`src/rtl/lmsm_pkg.sv`:
```
// Shared constants and types for the LM/SM micro-op sequencer.
// LMSM_SKIP_ZERO_EN (in lmsm_sequencer) selects skip-zero issue instead of the 8-slot walk.
package lmsm_pkg;

    localparam int MASK_W = 8;

    localparam logic [3:0] OP_LM = 4'b0110;
    localparam logic [3:0] OP_SM = 4'b0111;
    localparam logic [3:0] OP_LW = 4'b0100;
    localparam logic [3:0] OP_SW = 4'b0101;

    typedef enum logic {
        ST_IDLE = 1'b0,
        ST_SEQ  = 1'b1
    } state_t;

    // Instruction mask bit (7-k) names Rk; returns the mask with bit k = Rk.
    function automatic logic [MASK_W-1:0] to_reg_order(input logic [MASK_W-1:0] m);
        logic [MASK_W-1:0] r;
        for (int k = 0; k < MASK_W; k++) begin
            r[k] = m[MASK_W-1-k];
        end
        return r;
    endfunction

endpackage

```
`src/rtl/lmsm_prienc.sv`:
```
// 8-bit priority encoder: index of the lowest set request bit, plus an any-set flag.
module lmsm_prienc
    import lmsm_pkg::*;
(
    input  logic [MASK_W-1:0] req,
    output logic [2:0]        index,
    output logic              any
);

    always_comb begin
        index = 3'd0;
        any   = 1'b0;
        // Scan downward so the lowest set bit is the last one written.
        for (int i = MASK_W - 1; i >= 0; i--) begin
            if (req[i]) begin
                index = 3'(i);
                any   = 1'b1;
            end
        end
    end

endmodule

```
`src/rtl/lmsm_sequencer.sv`:
```
// Expands LM/SM in ID into a stream of LW/SW micro-ops injected at the ID2RR input.
// Define LMSM_SKIP_ZERO_EN to issue only set mask bits; otherwise slots walk R0..R7 in order.
module lmsm_sequencer
    import lmsm_pkg::*;
(
    input  logic        clk,
    input  logic        rst,
    input  logic        instr_valid,
    input  logic [15:0] instr_in,
    input  logic        downstream_stall,
    input  logic        flush,
    output logic        id_stall,
    output logic        uop_valid,
    output logic [15:0] uop_instr,
    output logic        uop_last,
    output logic        busy
);

    state_t            state_q, state_d;
    logic [MASK_W-1:0] mask_q, mask_d;     // registers not yet presented, bit k = Rk
    logic [2:0]        ra_q, ra_d;
    logic              is_sm_q, is_sm_d;
    logic [2:0]        count_q, count_d;   // uops issued so far, becomes imm6
    logic              uop_valid_q, uop_valid_d;
    logic              uop_last_q, uop_last_d;
    logic [15:0]       uop_instr_q, uop_instr_d;
`ifndef LMSM_SKIP_ZERO_EN
    logic [2:0]        pos_q, pos_d;
    logic [2:0]        src_pos;
`endif

    logic              detect;
    logic [MASK_W-1:0] src_mask, rem_mask;
    logic [2:0]        src_ra, src_count;
    logic              src_sm;
    logic [2:0]        pe_idx;
    logic              pe_any;
    logic              slot_valid, slot_last;
    logic [15:0]       slot_instr;
    logic              unused_instr_bit;

    assign unused_instr_bit = instr_in[8];

    assign detect = instr_valid
                  && (instr_in[15:12] == OP_LM || instr_in[15:12] == OP_SM)
                  && (instr_in[7:0] != 8'h00);

    // The next slot is built from the incoming instruction in IDLE, from latched state in SEQ.
    always_comb begin
        if (state_q == ST_IDLE) begin
            src_mask  = to_reg_order(instr_in[7:0]);
            src_ra    = instr_in[11:9];
            src_sm    = (instr_in[15:12] == OP_SM);
            src_count = 3'd0;
        end else begin
            src_mask  = mask_q;
            src_ra    = ra_q;
            src_sm    = is_sm_q;
            src_count = count_q;
        end
    end

`ifndef LMSM_SKIP_ZERO_EN
    assign src_pos = (state_q == ST_IDLE) ? 3'd0 : pos_q;
`endif

    lmsm_prienc u_prienc (
        .req   (src_mask),
        .index (pe_idx),
        .any   (pe_any)
    );

    always_comb begin
`ifdef LMSM_SKIP_ZERO_EN
        slot_valid = pe_any;
`else
        // Pending bits below the walk position are already cleared, so a match means bit pos is set.
        slot_valid = pe_any && (pe_idx == src_pos);
`endif
        rem_mask   = src_mask;
        slot_instr = 16'h0000;
        if (slot_valid) begin
            rem_mask   = src_mask & ~(MASK_W'(1) << pe_idx);
            slot_instr = {(src_sm ? OP_SW : OP_LW), pe_idx, src_ra, {3'b000, src_count}};
        end
        slot_last = slot_valid && (rem_mask == '0);
    end

    always_comb begin
        state_d     = state_q;
        mask_d      = mask_q;
        ra_d        = ra_q;
        is_sm_d     = is_sm_q;
        count_d     = count_q;
        uop_valid_d = uop_valid_q;
        uop_last_d  = uop_last_q;
        uop_instr_d = uop_instr_q;
`ifndef LMSM_SKIP_ZERO_EN
        pos_d       = pos_q;
`endif
        id_stall    = 1'b0;

        case (state_q)
            ST_IDLE: begin
                if (detect && !flush) begin
                    id_stall    = 1'b1;
                    state_d     = ST_SEQ;
                    mask_d      = rem_mask;
                    ra_d        = src_ra;
                    is_sm_d     = src_sm;
                    count_d     = {2'b00, slot_valid};
                    uop_valid_d = slot_valid;
                    uop_last_d  = slot_last;
                    uop_instr_d = slot_instr;
`ifndef LMSM_SKIP_ZERO_EN
                    pos_d       = 3'd1;
`endif
                end
            end
            ST_SEQ: begin
                if (flush || (uop_last_q && !downstream_stall)) begin
                    // The last uop leaves at this edge with ID released alongside it.
                    state_d     = ST_IDLE;
                    mask_d      = '0;
                    count_d     = 3'd0;
                    uop_valid_d = 1'b0;
                    uop_last_d  = 1'b0;
                    uop_instr_d = 16'h0000;
`ifndef LMSM_SKIP_ZERO_EN
                    pos_d       = 3'd0;
`endif
                    id_stall    = 1'b0;
                end else if (downstream_stall) begin
                    id_stall = 1'b1;
                end else begin
                    id_stall    = 1'b1;
                    mask_d      = rem_mask;
                    count_d     = count_q + {2'b00, slot_valid};
                    uop_valid_d = slot_valid;
                    uop_last_d  = slot_last;
                    uop_instr_d = slot_instr;
`ifndef LMSM_SKIP_ZERO_EN
                    pos_d       = pos_q + 3'd1;
`endif
                end
                if (uop_last_q && !downstream_stall) begin
                    id_stall = 1'b0;
                end
            end
            default: begin
                state_d = ST_IDLE;
            end
        endcase
    end

    always_ff @(posedge clk) begin
        if (rst) begin
            state_q     <= ST_IDLE;
            mask_q      <= '0;
            ra_q        <= 3'd0;
            is_sm_q     <= 1'b0;
            count_q     <= 3'd0;
            uop_valid_q <= 1'b0;
            uop_last_q  <= 1'b0;
            uop_instr_q <= 16'h0000;
`ifndef LMSM_SKIP_ZERO_EN
            pos_q       <= 3'd0;
`endif
        end else begin
            state_q     <= state_d;
            mask_q      <= mask_d;
            ra_q        <= ra_d;
            is_sm_q     <= is_sm_d;
            count_q     <= count_d;
            uop_valid_q <= uop_valid_d;
            uop_last_q  <= uop_last_d;
            uop_instr_q <= uop_instr_d;
`ifndef LMSM_SKIP_ZERO_EN
            pos_q       <= pos_d;
`endif
        end
    end

    // A flush kills the uop on offer in the same cycle.
    assign uop_valid = uop_valid_q && !flush;
    assign uop_last  = uop_last_q && !flush;
    assign uop_instr = uop_instr_q;
    assign busy      = (state_q == ST_SEQ);

endmodule

```
`config.mk`:
```
export PLATFORM = sky130hd
export DESIGN_NAME = lmsm_sequencer
export DESIGN_NICKNAME = d
export VERILOG_FILES = /design/src/rtl/lmsm_pkg.sv /design/src/rtl/lmsm_prienc.sv /design/src/rtl/lmsm_sequencer.sv
export SDC_FILE = /design/constraint.sdc
export NUM_CORES = 1
export LEC_CHECK = 0
export ABC_AREA = 1
export CAP_MARGIN = 20
export CORE_MARGIN = 5
export CORE_UTILIZATION = 40
export CTS_BUF_LIST = sky130_fd_sc_hd__clkbuf_8
export CTS_CLUSTER_SIZE = 16
export DETAILED_ROUTE_END_ITERATION = 7
export PLACE_DENSITY = 0.72
export REMOVE_ABC_BUFFERS = 1
export SLEW_MARGIN = 20
export SYNTH_ARGS = -nofsm -noshare
export SYNTH_HDL_FRONTEND = slang
export SYNTH_SLANG_ARGS = --single-unit
export TNS_END_PERCENT = 1
```
`constraint.sdc`:
```
create_clock -name clk -period 2.3 [get_ports clk]
set_input_delay 0.46 -clock clk [delete_from_list [all_inputs] [get_ports clk]]
set_output_delay 0.46 -clock clk [all_outputs]
set_load 0.01 [all_outputs]
```
==> summary.md, run 1 <==
| Metric | Value |
|---|---|
| Status | `completed` |
| Register area share after synthesis | `0.317` |
| Total congestion overflow | `0` |
| IO Pins | `41` |
| Pwr Density | `between 400 and 500 nW/um^2` |
| Crit-path slowest cell | `dfxtp_4` |
| Post-DRT Antenna Nets | `0` |
| GR Layer Usage met1 | `0.202` |
| Startpoint of the worst hold path | `mask_q[6]` |
| Initial antenna violation count | `0` |
| Die footprint | `6400 sq um` |
| CP most frequent cell | `nand2_4` |
| NetSw | `~0.37 mW` |
| Total power | `1.36 mW` |
| First-pass GRT wire length | `8500 microns` |
| Layout Nets | `379` |
| Initial core utilization | `0.412` |
| Max_slew headroom | `0.644` |
| Max Clk Rate | `approximately 450 MHz` |
| Comb power frac | `0.193` |
| Syn Inst Count | `277` |
| Largest net degree at the start of global routing | `19` |
| Via Count | `2036` |
| DRC Markers | `0` |
| Filler Cell Count | `between 400 and 500` |
| Worst-path clk slew | `70 ps` |
| Hpwl dp | `3840 microns` |
| Final WL | `between 5000 and 6000 microns` |
| Max cap viols | `0` |
| Worst reg2reg path endpoint | `count_q[2]` |
| Worst VDD drop | `0.000355 V` |
| First-pass detailed-route iteration total | `5` |
| Area after DPL | `roughly 2600 sq um` |
| CTS Sinks | `31` |
| Top Usage Layer GRT | `met2` |
| Slew Limit Fails | `0` |
| Worst path max stage delay | `around 380 ps` |
| Worst setup SP type | `flip-flop` |
| Number of DRC markers in iteration 0 | `84` |
| Netlist cell types | `31` |
| Avg Inst Size Synth | `a little over 7 sq um` |
| Share of layout cells above drive strength 1 | `0.317` |
| Worst hold path type | `reg2reg` |
| Leak | `1.35 nW` |
| Sw Ratio | `0.273` |
| Die X | `80.0 microns` |
| FF-to-FF path depth | `16` |
| Period minus WS final | `2240 ps` |
| GR Util met2 | `0.289` |
| Worst slew pin tran | `528 ps` |
| Hold Vio Cnt, Final | `0` |
| Critical path class | `reg2reg` |
| Die H | `80.0 microns` |
| Ys Warns | `0` |
| CP required | `2520 ps` |
| Mapped Area | `between 1500 and 2000 sq um` |
| Clock Latency Late Sink | `290 ps` |
| Crit end category | `flip-flop` |
| CTS tree | `yes` |
| Final setup violating endpoints | `0` |
| Met3 GRT Util | `0.0339` |
| Worst r2r src | `busy` |
| Crit-path max FO | `11` |
| Hold EP | `mask_q[6]` |
| R2R setup slack | `60 ps` |
| Wirelength per Cell | `12.1 microns` |
| # H-tree levels | `2` |
| Largest delay contributor family on the critical path | `simple AND/OR/NAND/NOR gates` |
| Gr usage total | `0.166` |
| Fin Clk Skew | `8.92 ps` |
| Share of power burned in registers | `0.404` |
| Diodes inserted | `0` |
| Commonest non-fill, non-tap cells in the layout | `nand2_1, buf_4, dfxtp_1` |
| Vias in the first global route | `1995` |
| Drt via density | `4.81` |
| CTS Buf Count | `5` |
| Area of the multi-input gates | `approximately 1200 sq um` |
| Cell-internal power | `0.992 mW` |
| Rows | `25` |
| Core area | `4750 sq um` |
| Final period util | `0.973` |
| CTS root buf | `clkbuf_8` |
| Crit-path cells | `buf_8 -> buf_4 -> o21ai_2 -> inv_2 -> nand2_4 -> inv_2 -> nand2_4 -> nand3_2 -> nand2_4 -> nor2_8 -> nand3_4 -> inv_1 -> ha_1 -> ha_1 -> and3_1 -> nor3_2` |
| CP arrival | `2460 ps` |
| P&R area growth vs syn | `47.3%` |
| Hold depth | `2` |
| Commonest non-fill, non-tap cell in the layout | `nand2_1` |
| Clock buffer depth | `2` |
| RD Place Congestion | `0.926` |
| Clock network fraction of total power | `0.403` |
| Fin area | `just under 3000 sq um` |
| IO Port Bufs | `34` |
| Yosys reg bits | `31` |
| Buf+Inv Stages, Crit Path | `5` |
| Storage cell area | `approximately 620 sq um` |
final cells by class:
cell class | count | area share
tap | 67 | 0.0290
timing repair buffer | 81 | 0.253
multi-input combinational | 202 | 0.416
clock inverter | 3 | 0.0152
sequential | 31 | 0.216
clock buffer | 5 | 0.0238
inverter | 34 | 0.0459
power groups by stage:
stage / clock [mW] / combinational (mW) / sequential [mW]
after global placement: 0 / 0.244 / 0.564
after detailed placement: 0 / 0.248 / 0.565
after CTS: 0.559 / 0.252 / 0.552
after global routing: 0.584 / 0.286 / 0.553
after floorplan: 0 / 0.123 / 0.566
final: 0.550 / 0.263 / 0.552
cells by family (layout without fill, tap and decap cells):
| logic type | Yosys count | after routing | share of synthesized area |
|---|---|---|---|
| compound gates | 50 | 50 | 0.148 |
| flops | 31 | 31 | 0.317 |
| simple gates | 144 | 144 | 0.398 |
| other cells | 1 | 5 | 0.00191 |
| fa+ha+maj | 3 | 3 | 0.0191 |
| buf+inv | 48 | 123 | 0.116 |
timing repair:
item	in CTS	in global routing
gates resized for setup	9	26
pin swaps	1	8
setup endpoints to repair	3	15
hold buffers	0	0
buffers inserted	0	3
registers in the layout (all words and copies together) (netlist names):
| signal | flops |
|---|---|
| uop_last_q | 1 |
| ra_q | 3 |
| busy | 1 |
| uop_instr | 11 |
| count_q | 3 |
| pos_q | 3 |
| mask_q | 8 |
| is_sm_q | 1 |
layer usage:
layer	part of all wire	up-vias
li1	-	1034
met1	0.42	933
met2	0.50	59
met3	0.061	10
met4	0.016	0
met5	0	-
synthesized netlist by cell type (all sizes together):
cell     n  share of area
o21ai   18          0.061
ha       3          0.019
nand3   18          0.057
clkbuf   4         0.0077
a21oi   28          0.073
conb     1         0.0019
nor2    21          0.069
a31oi    3         0.0096
nand2   90           0.23
nor3     5          0.013
o21a     1         0.0038
buf     10          0.042
inv     33          0.064
nor4     2         0.0064
nand4    6          0.019
clkinv   1         0.0019
dfxtp   31           0.32
and3     2         0.0064
worst max-delay path by stage:
stage	start	end	slack, ps	cells after the start
global placement	instr_in[2]	id_stall	-280	6
finish	busy	count_q[2]	60	16
CTS	instr_in[5]	count_q[2]	3	16
floorplan	busy	count_q[2]	-400	15
global route	busy	count_q[2]	-30	18
detailed placement	instr_in[5]	count_q[2]	-370	16
worst min-delay path, stage by stage, from the launching register on:
cell and delay (ps):
dfxtp_1 310, nand2_1 60, a21oi_1 50
through the flow:
step / hold WS [ps] / utilization / TNS (ps) / cells / worst slack (ps)
4_1_cts: 468 / 0.586 / 0 / 420 / 2.57
5_1_grt: 482 / 0.607 / -39.0 / 423 / -31.1
3_5_place_dp: 456 / 0.556 / -4980 / 412 / -367
2_1_floorplan: 439 / - / -2200 / 267 / -399
6_report: 463 / 0.607 / 0 / 423 / 61.3
3_3_place_gp: 451 / 0.556 / -4810 / 412 / -278
Note: power is estimated with default switching activity, not from simulation.
==> inputs of run 2 (changes only) <==
--- a/config.mk
+++ b/config.mk
@@ -9,10 +9,10 @@
 export CAP_MARGIN = 20
 export CORE_MARGIN = 5
 export CORE_UTILIZATION = 40
-export CTS_BUF_LIST = sky130_fd_sc_hd__clkbuf_8
+export CTS_BUF_LIST = sky130_fd_sc_hd__clkbuf_2 sky130_fd_sc_hd__clkbuf_4 sky130_fd_sc_hd__clkbuf_8
 export CTS_CLUSTER_SIZE = 16
 export DETAILED_ROUTE_END_ITERATION = 7
-export PLACE_DENSITY = 0.72
+export PLACE_DENSITY_LB_ADDON = 0.05
 export REMOVE_ABC_BUFFERS = 1
 export SLEW_MARGIN = 20
 export SYNTH_ARGS = -nofsm -noshare
==> summary.md, run 2 (same netlist as run 1, synthesis figures left out) <==
| Metric | Value |
|---|---|
| Die X | `between 80 and 90 microns` |
| Final period util | `0.973` |
| Total power | `1.21 mW` |
| CTS root buf | `clkbuf_8` |
| Worst hold path type | `reg2reg` |
| Post-CTS Hold Buffers | `0` |
| Gr usage total | `0.166` |
| Largest net degree at the start of global routing | `19` |
| Vias in the first global route | `1887` |
| CP most frequent cell | `nand2_1` |
| Commonest non-fill, non-tap cell in the layout | `nand2_1` |
| Filler Cell Count | `464` |
| Hold Vio Cnt, Final | `0` |
| Diodes inserted | `0` |
| Total congestion overflow | `0` |
| Initial antenna violation count | `0` |
| Worst VDD drop | `0.000389 V` |
| Storage cell area | `624 sq um` |
| # H-tree levels | `2` |
| Final WL | `just under 5000 microns` |
| Share of layout cells above drive strength 1 | `0.318` |
| CTS Buf Count | `5` |
| Max Clk Rate | `447 MHz` |
| Crit-path max FO | `2` |
| Area after DPL | `2680 sq um` |
| Via Count | `roughly 2k` |
| First-pass GRT wire length | `8400 microns` |
| Worst path max stage delay | `around 420 ps` |
| Crit-path slowest cell | `clkdlybuf4s50_1` |
| RSZ-0062 raised after global routing | `true` |
| P&R area growth vs syn | `45.8%` |
| Commonest non-fill, non-tap cells in the layout | `nand2_1, buf_4, dfxtp_1` |
| Final setup violating endpoints | `0` |
| RD Place Congestion | `0.832` |
| Drt via density | `4.59` |
| Leak | `1.36 nW` |
| Layout Nets | `383` |
| Fin Clk Skew | `6.92 ps` |
| Largest register FFs | `11` |
| Clock Latency Late Sink | `280 ps` |
| Number of DRC markers in iteration 0 | `~80` |
| Pwr Density | `425 nW/um^2` |
| Rows | `25` |
| Initial core utilization | `0.412` |
| Worst slew pin tran | `roughly 510 ps` |
| CTS Sinks | `31` |
| IO Pins | `41` |
| Crit end category | `primary output` |
| Max_slew headroom | `0.655` |
| Clock buffer depth | `2` |
| Worst setup SP type | `input port` |
| Period minus WS final | `2240 ps` |
| Core area | `4750 sq um` |
| Fin area | `2860 sq um` |
| Crit-path cells | `clkdlybuf4s50_1 -> nor4_1 -> buf_4 -> nand2_1 -> nand4_1 -> nand2_1 -> dlygate4sd2_1` |
| First-pass detailed-route iteration total | `4` |
| Max cap viols | `0` |
| Slew Limit Fails | `0` |
| Worst-path clk slew | `~60 ps` |
| DRC Markers | `0` |
| Fin util | `0.601` |
| CP arrival | `~1800 ps` |
| CP required | `1840 ps` |
| Hpwl dp | `3860 microns` |
| CTS tree | `yes` |
| Status | `completed` |
| Wirelength per Cell | `between 10 and 15 microns` |
| Post-DRT Antenna Nets | `0` |
| Die footprint | `6400 sq um` |
| Die H | `80.0 microns` |
| IO Port Bufs | `34` |
| Critical path class | `in2out` |
| Area of the multi-input gates | `between 1000 and 1500 sq um` |
[run 2: changes by cell type in the layout (fill, tap and decap cells not counted), sizes merged]
cell          previous run  this run
bufinv                   1         0
clkbuf                   5         6
clkinv                   3         1
dlygate4sd2              3         2
dlymetal6s2s             6         7
buf                     47        51
[run 2: per-layer routing]
layer,global-route usage,share of wire,vias up
li1,-,-,1048
met1,0.205,0.46,864
met2,0.286,0.49,34
met3,0.0339,0.036,6
met4,0.0557,0.012,0
met5,0,0,-
[run 2: critical path: cells and delay by family]
family | cells | cell delay (ps)
buffers and inverters | 3 | 870
and+or+nand+nor | 4 | 460
[run 2: through the flow]
step                      hold WS [ps]  setup WS [ps]  instances  TNS (ps)
final                              461           62.7        425         0
after CTS                          466          -14.4        423     -14.4
after global routing               477          -15.9        425     -35.5
after global placement             451           -276        417     -3870
after detailed placement           457           -318        417     -4270
after floorplan                    439           -399        267     -2200
[run 2: final cells by class]
cell class	instances	share of cell area
multi-input cells	202	0.414
repair buffers	85	0.265
flip-flops and latches	31	0.218
inverters	34	0.0464
well taps	67	0.0293
clock buffers	6	0.0267
[run 2: what timing repair did]
action                     in CTS  in global routing
resized for setup               3                 29
setup endpoints to repair       2                 19
pin swaps                       1                 17
setup buffers                   0                  2
[run 2: power by group]
group	leakage, nW	internal [mW]	switching, mW
Combinational	1.07	0.130	0.135
Clock	0.0406	0.213	0.184
Sequential	0.251	0.546	0.00586
Total	1.36	0.889	0.325
[run 2: path summary, 6_finish.rpt]
check           startpoint             to  slack (ps)  depth (start not counted)
min          uop_instr[10]  uop_instr[10]         460                          2
min reg2reg  uop_instr[10]  uop_instr[10]         460                          2
max            instr_in[4]       id_stall          60                          7
max reg2reg           busy     count_q[1]         190                         16
